File: config.mk
export PLATFORM = sky130hd
export DESIGN_NAME = mem_access_unit_flat
export DESIGN_NICKNAME = d
export VERILOG_FILES = /design/src/rtl/mem_access_pkg.sv /design/src/rtl/mem_access_unit_if.sv /design/src/rtl/mem_access_unit_load_extend.sv /design/src/rtl/mem_access_unit.sv /design/src/flat_wrapper.sv
export SDC_FILE = /design/constraint.sdc
export NUM_CORES = 1
export LEC_CHECK = 0
export CAP_MARGIN = 20
export CORE_UTILIZATION = 50
export CTS_BUF_LIST = sky130_fd_sc_hd__clkbuf_8
export DETAILED_ROUTE_END_ITERATION = 10
export GPL_TIMING_DRIVEN = 0
export PLACE_DENSITY = 0.88
export REMOVE_ABC_BUFFERS = 1
export SLEW_MARGIN = 5
export SYNTH_ARGS = -nofsm -noshare
export SYNTH_HDL_FRONTEND = slang
export SYNTH_SLANG_ARGS = --single-unit
File: constraint.sdc
create_clock -name mem_clk -period 4.8 [get_ports mem_clk]
set_input_delay 1.2 -clock mem_clk [delete_from_list [all_inputs] [get_ports mem_clk]]
set_output_delay 1.2 -clock mem_clk [all_outputs]
set_load 0.01 [all_outputs]
File: src/rtl/mem_access_pkg.sv
// Shared encodings for the memory access unit: RV64 load/store funct3 values,
// RAM mem_size codes, the sequencer state type and the access legality check.
package mem_access_pkg;

  localparam logic [2:0] F3_B  = 3'b000;
  localparam logic [2:0] F3_H  = 3'b001;
  localparam logic [2:0] F3_W  = 3'b010;
  localparam logic [2:0] F3_D  = 3'b011;
  localparam logic [2:0] F3_BU = 3'b100;
  localparam logic [2:0] F3_HU = 3'b101;
  localparam logic [2:0] F3_WU = 3'b110;

  localparam logic [1:0] MEM_SIZE_BYTE = 2'd0;
  localparam logic [1:0] MEM_SIZE_HALF = 2'd1;
  localparam logic [1:0] MEM_SIZE_WORD = 2'd2;
  localparam logic [1:0] MEM_SIZE_NONE = 2'd3;

  typedef enum logic [1:0] {
    ST_IDLE = 2'd0,
    ST_LO   = 2'd1,
    ST_HI   = 2'd2,
    ST_RESP = 2'd3
  } state_e;

  // Unsupported encodings are folded into the misaligned outcome so the core
  // sees a single "not performed" response for both.
  function automatic logic access_rejected(logic we, logic [2:0] funct3, logic [2:0] addr_lo);
    logic bad_op;
    logic bad_align;
    bad_op = we ? funct3[2] : (funct3 == 3'b111);
    case (funct3[1:0])
      2'b01:   bad_align = addr_lo[0];
      2'b10:   bad_align = |addr_lo[1:0];
      2'b11:   bad_align = |addr_lo;
      default: bad_align = 1'b0;
    endcase
    return bad_op | bad_align;
  endfunction

  // SB/SH/SW map straight onto the RAM size code; SD goes out as two words.
  function automatic logic [1:0] store_size(logic [2:0] funct3);
    return (funct3[1:0] == F3_D[1:0]) ? MEM_SIZE_WORD : funct3[1:0];
  endfunction

endpackage

File: src/rtl/mem_access_unit_if.sv
// Request/response handshake between the core memory stage and the unit, plus
// the 32-bit simulation RAM bus driven by the unit.
interface mem_access_unit_if #(parameter int RAM_AW = 32);

  logic              req_valid;
  logic              req_ready;
  logic              req_we;
  logic [2:0]        req_funct3;
  logic [63:0]       req_addr;
  logic [63:0]       req_wdata;
  logic              resp_valid;
  logic [63:0]       resp_rdata;
  logic              resp_misaligned;
  logic [RAM_AW-1:0] ram_addr;
  logic [31:0]       ram_wdata;
  logic [1:0]        ram_mem_size;
  logic [31:0]       ram_rdata;

  modport slave (
    input  req_valid, req_we, req_funct3, req_addr, req_wdata, ram_rdata,
    output req_ready, resp_valid, resp_rdata, resp_misaligned,
           ram_addr, ram_wdata, ram_mem_size
  );

  modport master (
    output req_valid, req_we, req_funct3, req_addr, req_wdata, ram_rdata,
    input  req_ready, resp_valid, resp_rdata, resp_misaligned,
           ram_addr, ram_wdata, ram_mem_size
  );

endinterface

File: src/rtl/mem_access_unit_load_extend.sv
// Sign/zero extension of raw load data {hi, lo} according to the RV64 load funct3.
module load_extend
  import mem_access_pkg::*;
(
  input  logic [2:0]  funct3,
  input  logic [63:0] raw,
  output logic [63:0] result
);

  always_comb begin
    // NOTE: default assignment first so no path through the case leaves result unassigned (no latch).
    result = '0;
    case (funct3)
      F3_B:    result = {{56{raw[7]}}, raw[7:0]};
      F3_H:    result = {{48{raw[15]}}, raw[15:0]};
      F3_W:    result = {{32{raw[31]}}, raw[31:0]};
      F3_D:    result = raw;
      F3_BU:   result = {56'd0, raw[7:0]};
      F3_HU:   result = {48'd0, raw[15:0]};
      F3_WU:   result = {32'd0, raw[31:0]};
      default: result = '0;
    endcase
  end

endmodule

File: src/rtl/mem_access_unit.sv
// Load/store sequencer from the RV64 memory stage onto a 32-bit byte-addressed RAM;
// doublewords are split into a low and a high word transaction.
module mem_access_unit
  import mem_access_pkg::*;
#(
  parameter int RAM_AW = 32
) (
  input  logic              mem_clk,
  input  logic              reset,
  mem_access_unit_if.slave  bus
);

  state_e            state;
  logic              we_q;
  logic [2:0]        funct3_q;
  logic [RAM_AW-1:0] addr_q;
  logic [31:0]       wdata_hi_q;
  logic [31:0]       lo_q;
  logic [1:0]        size_q;
  logic [63:0]       raw_load;
  logic [63:0]       ext_load;
  logic              unused_addr_hi;

  assign unused_addr_hi = ^bus.req_addr[63:RAM_AW];

  // The word arriving this cycle is folded in directly so the response can be
  // registered on the same edge that captures it.
  always_comb begin
    raw_load = {32'd0, bus.ram_rdata};
    if (state == ST_HI) raw_load = {bus.ram_rdata, lo_q};
  end

  load_extend u_load_extend (
    .funct3 (funct3_q),
    .raw    (raw_load),
    .result (ext_load)
  );

  assign bus.req_ready = (state == ST_IDLE);

  // Reset overrides the registered size so a reset cycle can never write the RAM.
  assign bus.ram_mem_size = reset ? MEM_SIZE_NONE : size_q;

  // NOTE: sequential state uses non-blocking assignments so every register sees pre-edge values.
  always_ff @(posedge mem_clk) begin
    if (reset) begin
      state               <= ST_IDLE;
      bus.resp_valid      <= 1'b0;
      bus.resp_rdata      <= '0;
      bus.resp_misaligned <= 1'b0;
      bus.ram_addr        <= '0;
      bus.ram_wdata       <= '0;
      size_q              <= MEM_SIZE_NONE;
      we_q                <= 1'b0;
      funct3_q            <= '0;
      addr_q              <= '0;
      wdata_hi_q          <= '0;
      lo_q                <= '0;
    end else begin
      unique case (state)
        ST_IDLE: begin
          if (bus.req_valid) begin
            we_q       <= bus.req_we;
            funct3_q   <= bus.req_funct3;
            addr_q     <= bus.req_addr[RAM_AW-1:0];
            wdata_hi_q <= bus.req_wdata[63:32];
            if (access_rejected(bus.req_we, bus.req_funct3, bus.req_addr[2:0])) begin
              state               <= ST_RESP;
              bus.resp_valid      <= 1'b1;
              bus.resp_misaligned <= 1'b1;
              bus.resp_rdata      <= '0;
            end else begin
              state         <= ST_LO;
              bus.ram_addr  <= bus.req_addr[RAM_AW-1:0];
              bus.ram_wdata <= bus.req_wdata[31:0];
              size_q        <= bus.req_we ? store_size(bus.req_funct3) : MEM_SIZE_NONE;
            end
          end
        end

        ST_LO: begin
          if (!we_q) lo_q <= bus.ram_rdata;
          if (funct3_q[1:0] == F3_D[1:0]) begin
            state         <= ST_HI;
            bus.ram_addr  <= addr_q + RAM_AW'(4);
            bus.ram_wdata <= wdata_hi_q;
            size_q        <= we_q ? MEM_SIZE_WORD : MEM_SIZE_NONE;
          end else begin
            state          <= ST_RESP;
            bus.resp_valid <= 1'b1;
            bus.resp_rdata <= we_q ? 64'd0 : ext_load;
            size_q         <= MEM_SIZE_NONE;
          end
        end

        ST_HI: begin
          state          <= ST_RESP;
          bus.resp_valid <= 1'b1;
          bus.resp_rdata <= we_q ? 64'd0 : ext_load;
          size_q         <= MEM_SIZE_NONE;
        end

        ST_RESP: begin
          state               <= ST_IDLE;
          bus.resp_valid      <= 1'b0;
          bus.resp_rdata      <= '0;
          bus.resp_misaligned <= 1'b0;
        end
      endcase
    end
  end

endmodule
File: src/flat_wrapper.sv
// flat-port wrapper written by rule: the top's interface ports become plain ports
module mem_access_unit_flat import mem_access_pkg::*;
#(
  parameter int RAM_AW = 32
)
  (mem_clk, reset, bus_req_valid, bus_req_we, bus_req_funct3, bus_req_addr, bus_req_wdata, bus_ram_rdata, bus_req_ready, bus_resp_valid, bus_resp_rdata, bus_resp_misaligned, bus_ram_addr, bus_ram_wdata, bus_ram_mem_size);
  mem_access_unit_if #(.RAM_AW(RAM_AW)) bus_i ();
  input  logic mem_clk;
  input  logic reset;
  input wire logic [$bits(bus_i.req_valid)-1:0] bus_req_valid;
  input wire logic [$bits(bus_i.req_we)-1:0] bus_req_we;
  input wire logic [$bits(bus_i.req_funct3)-1:0] bus_req_funct3;
  input wire logic [$bits(bus_i.req_addr)-1:0] bus_req_addr;
  input wire logic [$bits(bus_i.req_wdata)-1:0] bus_req_wdata;
  input wire logic [$bits(bus_i.ram_rdata)-1:0] bus_ram_rdata;
  output wire logic [$bits(bus_i.req_ready)-1:0] bus_req_ready;
  output wire logic [$bits(bus_i.resp_valid)-1:0] bus_resp_valid;
  output wire logic [$bits(bus_i.resp_rdata)-1:0] bus_resp_rdata;
  output wire logic [$bits(bus_i.resp_misaligned)-1:0] bus_resp_misaligned;
  output wire logic [$bits(bus_i.ram_addr)-1:0] bus_ram_addr;
  output wire logic [$bits(bus_i.ram_wdata)-1:0] bus_ram_wdata;
  output wire logic [$bits(bus_i.ram_mem_size)-1:0] bus_ram_mem_size;
  assign bus_i.req_valid = bus_req_valid;
  assign bus_i.req_we = bus_req_we;
  assign bus_i.req_funct3 = bus_req_funct3;
  assign bus_i.req_addr = bus_req_addr;
  assign bus_i.req_wdata = bus_req_wdata;
  assign bus_i.ram_rdata = bus_ram_rdata;
  assign bus_req_ready = bus_i.req_ready;
  assign bus_resp_valid = bus_i.resp_valid;
  assign bus_resp_rdata = bus_i.resp_rdata;
  assign bus_resp_misaligned = bus_i.resp_misaligned;
  assign bus_ram_addr = bus_i.ram_addr;
  assign bus_ram_wdata = bus_i.ram_wdata;
  assign bus_ram_mem_size = bus_i.ram_mem_size;
  mem_access_unit #(.RAM_AW(RAM_AW)) u_core (.mem_clk(mem_clk), .reset(reset), .bus(bus_i));
endmodule
==> metrics.txt <==
hold buffer count at cts=0; total CTS buffers=40; minimum clock period=4170 ps; Yosys cell types=58; GR Layer Usage met2=51.4%; Crit path required time=3600 ps; Die Y-Extent=148 um; largest net degree at the start of global routing=123; crit path kind=in -> out; area of the multi-input gates=0.00540 mm^2; R2R Path End=u_core.bus.ram_wdata[23]; max_slew headroom=33.6%; Root Driver=clkbuf_8; fin crit share=87.0%; area delta synth->final=35.5%; CTS tree=yes; FF/Latch Area=0.00468 mm^2; Clock Path Buffers=3; startpoint types=input port; reg-to-reg startpoint=u_core.state[0]; final hold violations=0; Peak VDD IR=351 uV; detailed placement HPWL=22000 um; die width=148 um; leak pwr=4.95 nW; core area=0.0205 mm^2; Final Slew Violations=0; Yosys top cell by area=dfxtp_1; RSZ-0062 raised after global routing=no; Rows=52; power density cells=510 mW/mm^2; grt met1 use=35.1%; Synth Flop Type=dfxtp_1; Sum Neg Setup Slack=0 ps; Detail Route Antenna Nets=0; status=finished, final reports clean; commonest cells after routing, fill and taps aside=nand2_1, clkdlybuf4s50_1, dfxtp_1, a21oi_1, o21ai_0; fraction of layout cells with a size suffix above 1=7.57%; crit-path cells=buf_8 > buf_16 > or2_2 > clkdlybuf4s50_1; met3 usage in global routing=8.09%; fmax=240 MHz; IO Port Bufs=267; DR iter-0 viols=730; fill count=1545; Clk pin slew, worst setup/hold paths=50 ps; Global Route Usage Sum=30.2%; GR peak layer=met2; syn_area_per_cell=8.29 um^2; cell count of the worst hold path=2; MaxCap Viol Count=0; Synth warnings=0; initial antenna violation count=3; Routed WL=33300 um; HP Class=reg -> reg; vias in the first global route=10500; vias=10700; synth top area cells=dfxtp_1, nand2_1, a21oi_1; start point of the critical path=reset; cells after synthesis=1279; vias per inst=5.96; WHS Endpoint=u_core.bus.resp_rdata[6]; IO Count=300; clock sinks=234; final setup vio count=0; async set-reset flop share out of synthesis=0%; number of nets in the layout=1664; clk_skew=25.9 ps; Die ar.=0.0218 mm^2; CP max-delay cell=clkdlybuf4s50_1; critical path fanouts, max=122; Largest stage delay, worst path=590 ps; H-tree levels=2; most common cell after layout, fill and taps aside=nand2_1; flops & latches, synth=234; Hold Path Origin=u_core.bus.resp_rdata[6]; worst skew pair latency=550 ps; worst path bufs/invs=3; r2r setup slk=1370 ps; first-pass GRT wire length=53300 um; Post-Syn Area=0.0106 mm^2; Worst Tran Pin Value=992 ps; Pre-antenna DRT Iters=5; RePlAce Congestion=0.835; Post-synth EDFFs=0; Starting Density=51.8%; DRC=0; CP top delay family=buffers and inverters; CTS-repair resized insts=0; crit path capture type=output port; total grt overflow=0; top cell type's share of synthesized area=44.2%; critical path data arrival time=2970 ps; WL per Instance=18.6 um; reg2reg path depth=8; dpl cell area=0.0136 mm^2; design area=0.0144 mm^2; post-synthesis sequential area ratio=44.2%; Setup Buffers After CTS=0
[cell families (layout without fill, tap and decap cells)]
group | count (synthesis) | in the layout | synth area share, %
buffers and inverters | 137 | 377 | 5.63
DFF | 234 | 234 | 44.2
xor gates and xnor gates | 19 | 19 | 1.57
and+or+nand+nor | 418 | 418 | 17.4
other | 0 | 3 | 0
muxes | 72 | 72 | 6.99
adders and majority gates | 6 | 6 | 0.708
AOI/OAI and AO/OA | 393 | 393 | 23.6
[power by group]
group | leakage (nW) | switching, mW | internal, mW | total (mW)
combinational | 2.58 | 1.66 | 1.31 | 2.96
sequential | 1.91 | 0.267 | 2.33 | 2.60
clock | 0.459 | 0.817 | 0.940 | 1.76
[through the flow]
stage               cells  total power [mW]  hold WS [ps]  utilization [%]  setup WS, ps
floorplan            1162              4.13           427                -          -504
finish               1792              7.32           446             70.1           626
global route         1792              7.70           470             70.1           574
detailed placement   1719              5.56           444             66.3           690
CTS                  1789              7.32           451             70.1           687
global placement     1699              5.29           437             63.9         -6360
[metal layers]
layer  share of wire (%)  vias to the layer above
met5                   0                        -
met4                 3.7                        0
met3                 9.6                       97
met2                  49                      531
met1                  38                     5087
li1                    -                     4966
[worst max path at each step]
stage,to,cells past startpoint
6_report,bus_ram_mem_size[0],4
5_1_grt,bus_ram_mem_size[0],4
4_1_cts,bus_ram_mem_size[0],4
3_5_place_dp,bus_ram_mem_size[0],4
3_3_place_gp,u_core.bus.resp_rdata[44],4
2_1_floorplan,u_core.bus.ram_addr[17],6
[state kept, by name, summed over array words and instances, names as in the netlist]
signal	count
u_core.we_q	1
u_core.state	2
u_core.bus.resp_rdata	64
u_core.addr_q	32
u_core.size_q	2
u_core.bus.resp_misaligned	1
u_core.funct3_q	3
u_core.bus.ram_wdata	32
u_core.bus.resp_valid	1
u_core.wdata_hi_q	32
u_core.bus.ram_addr	32
u_core.lo_q	32
[cell usage after synthesis, types with 6 or more instances]
cell and number:
mux2i_1 64, nor2_1 17, nand2_1 287, xnor2_1 7, o32ai_1 6, a211oi_1 33, nand3_1 49, xor2_1 12
a2111o_1 9, buf_2 27, o21ai_0 69, o21a_1 6, nor3_1 17, clkbuf_1 70, a211oi_2 8, dfxtp_1 234
a22o_1 32, buf_1 12, and4_1 6, nand4_1 10, inv_1 20, a21oi_1 187, mux2_2 7, ha_1 6
o2111ai_1 11, o211ai_1 11, nor4_1 7
[worst min-delay path, stage by stage, from the launching register on]
cell     delay [ps]
dfxtp_1         300
nand2_1          50
a21oi_1          50
[area by class of cell]
cell class	count	area share, %
antenna	3	0.0522
clock buffer	50	4.79
clock inverter	20	0.644
inverter	20	0.522
multi-input combinational	908	37.6
sequential	234	32.6
tap	270	2.35
timing repair buffer	287	21.5
(Power assumes the default switching activity.)
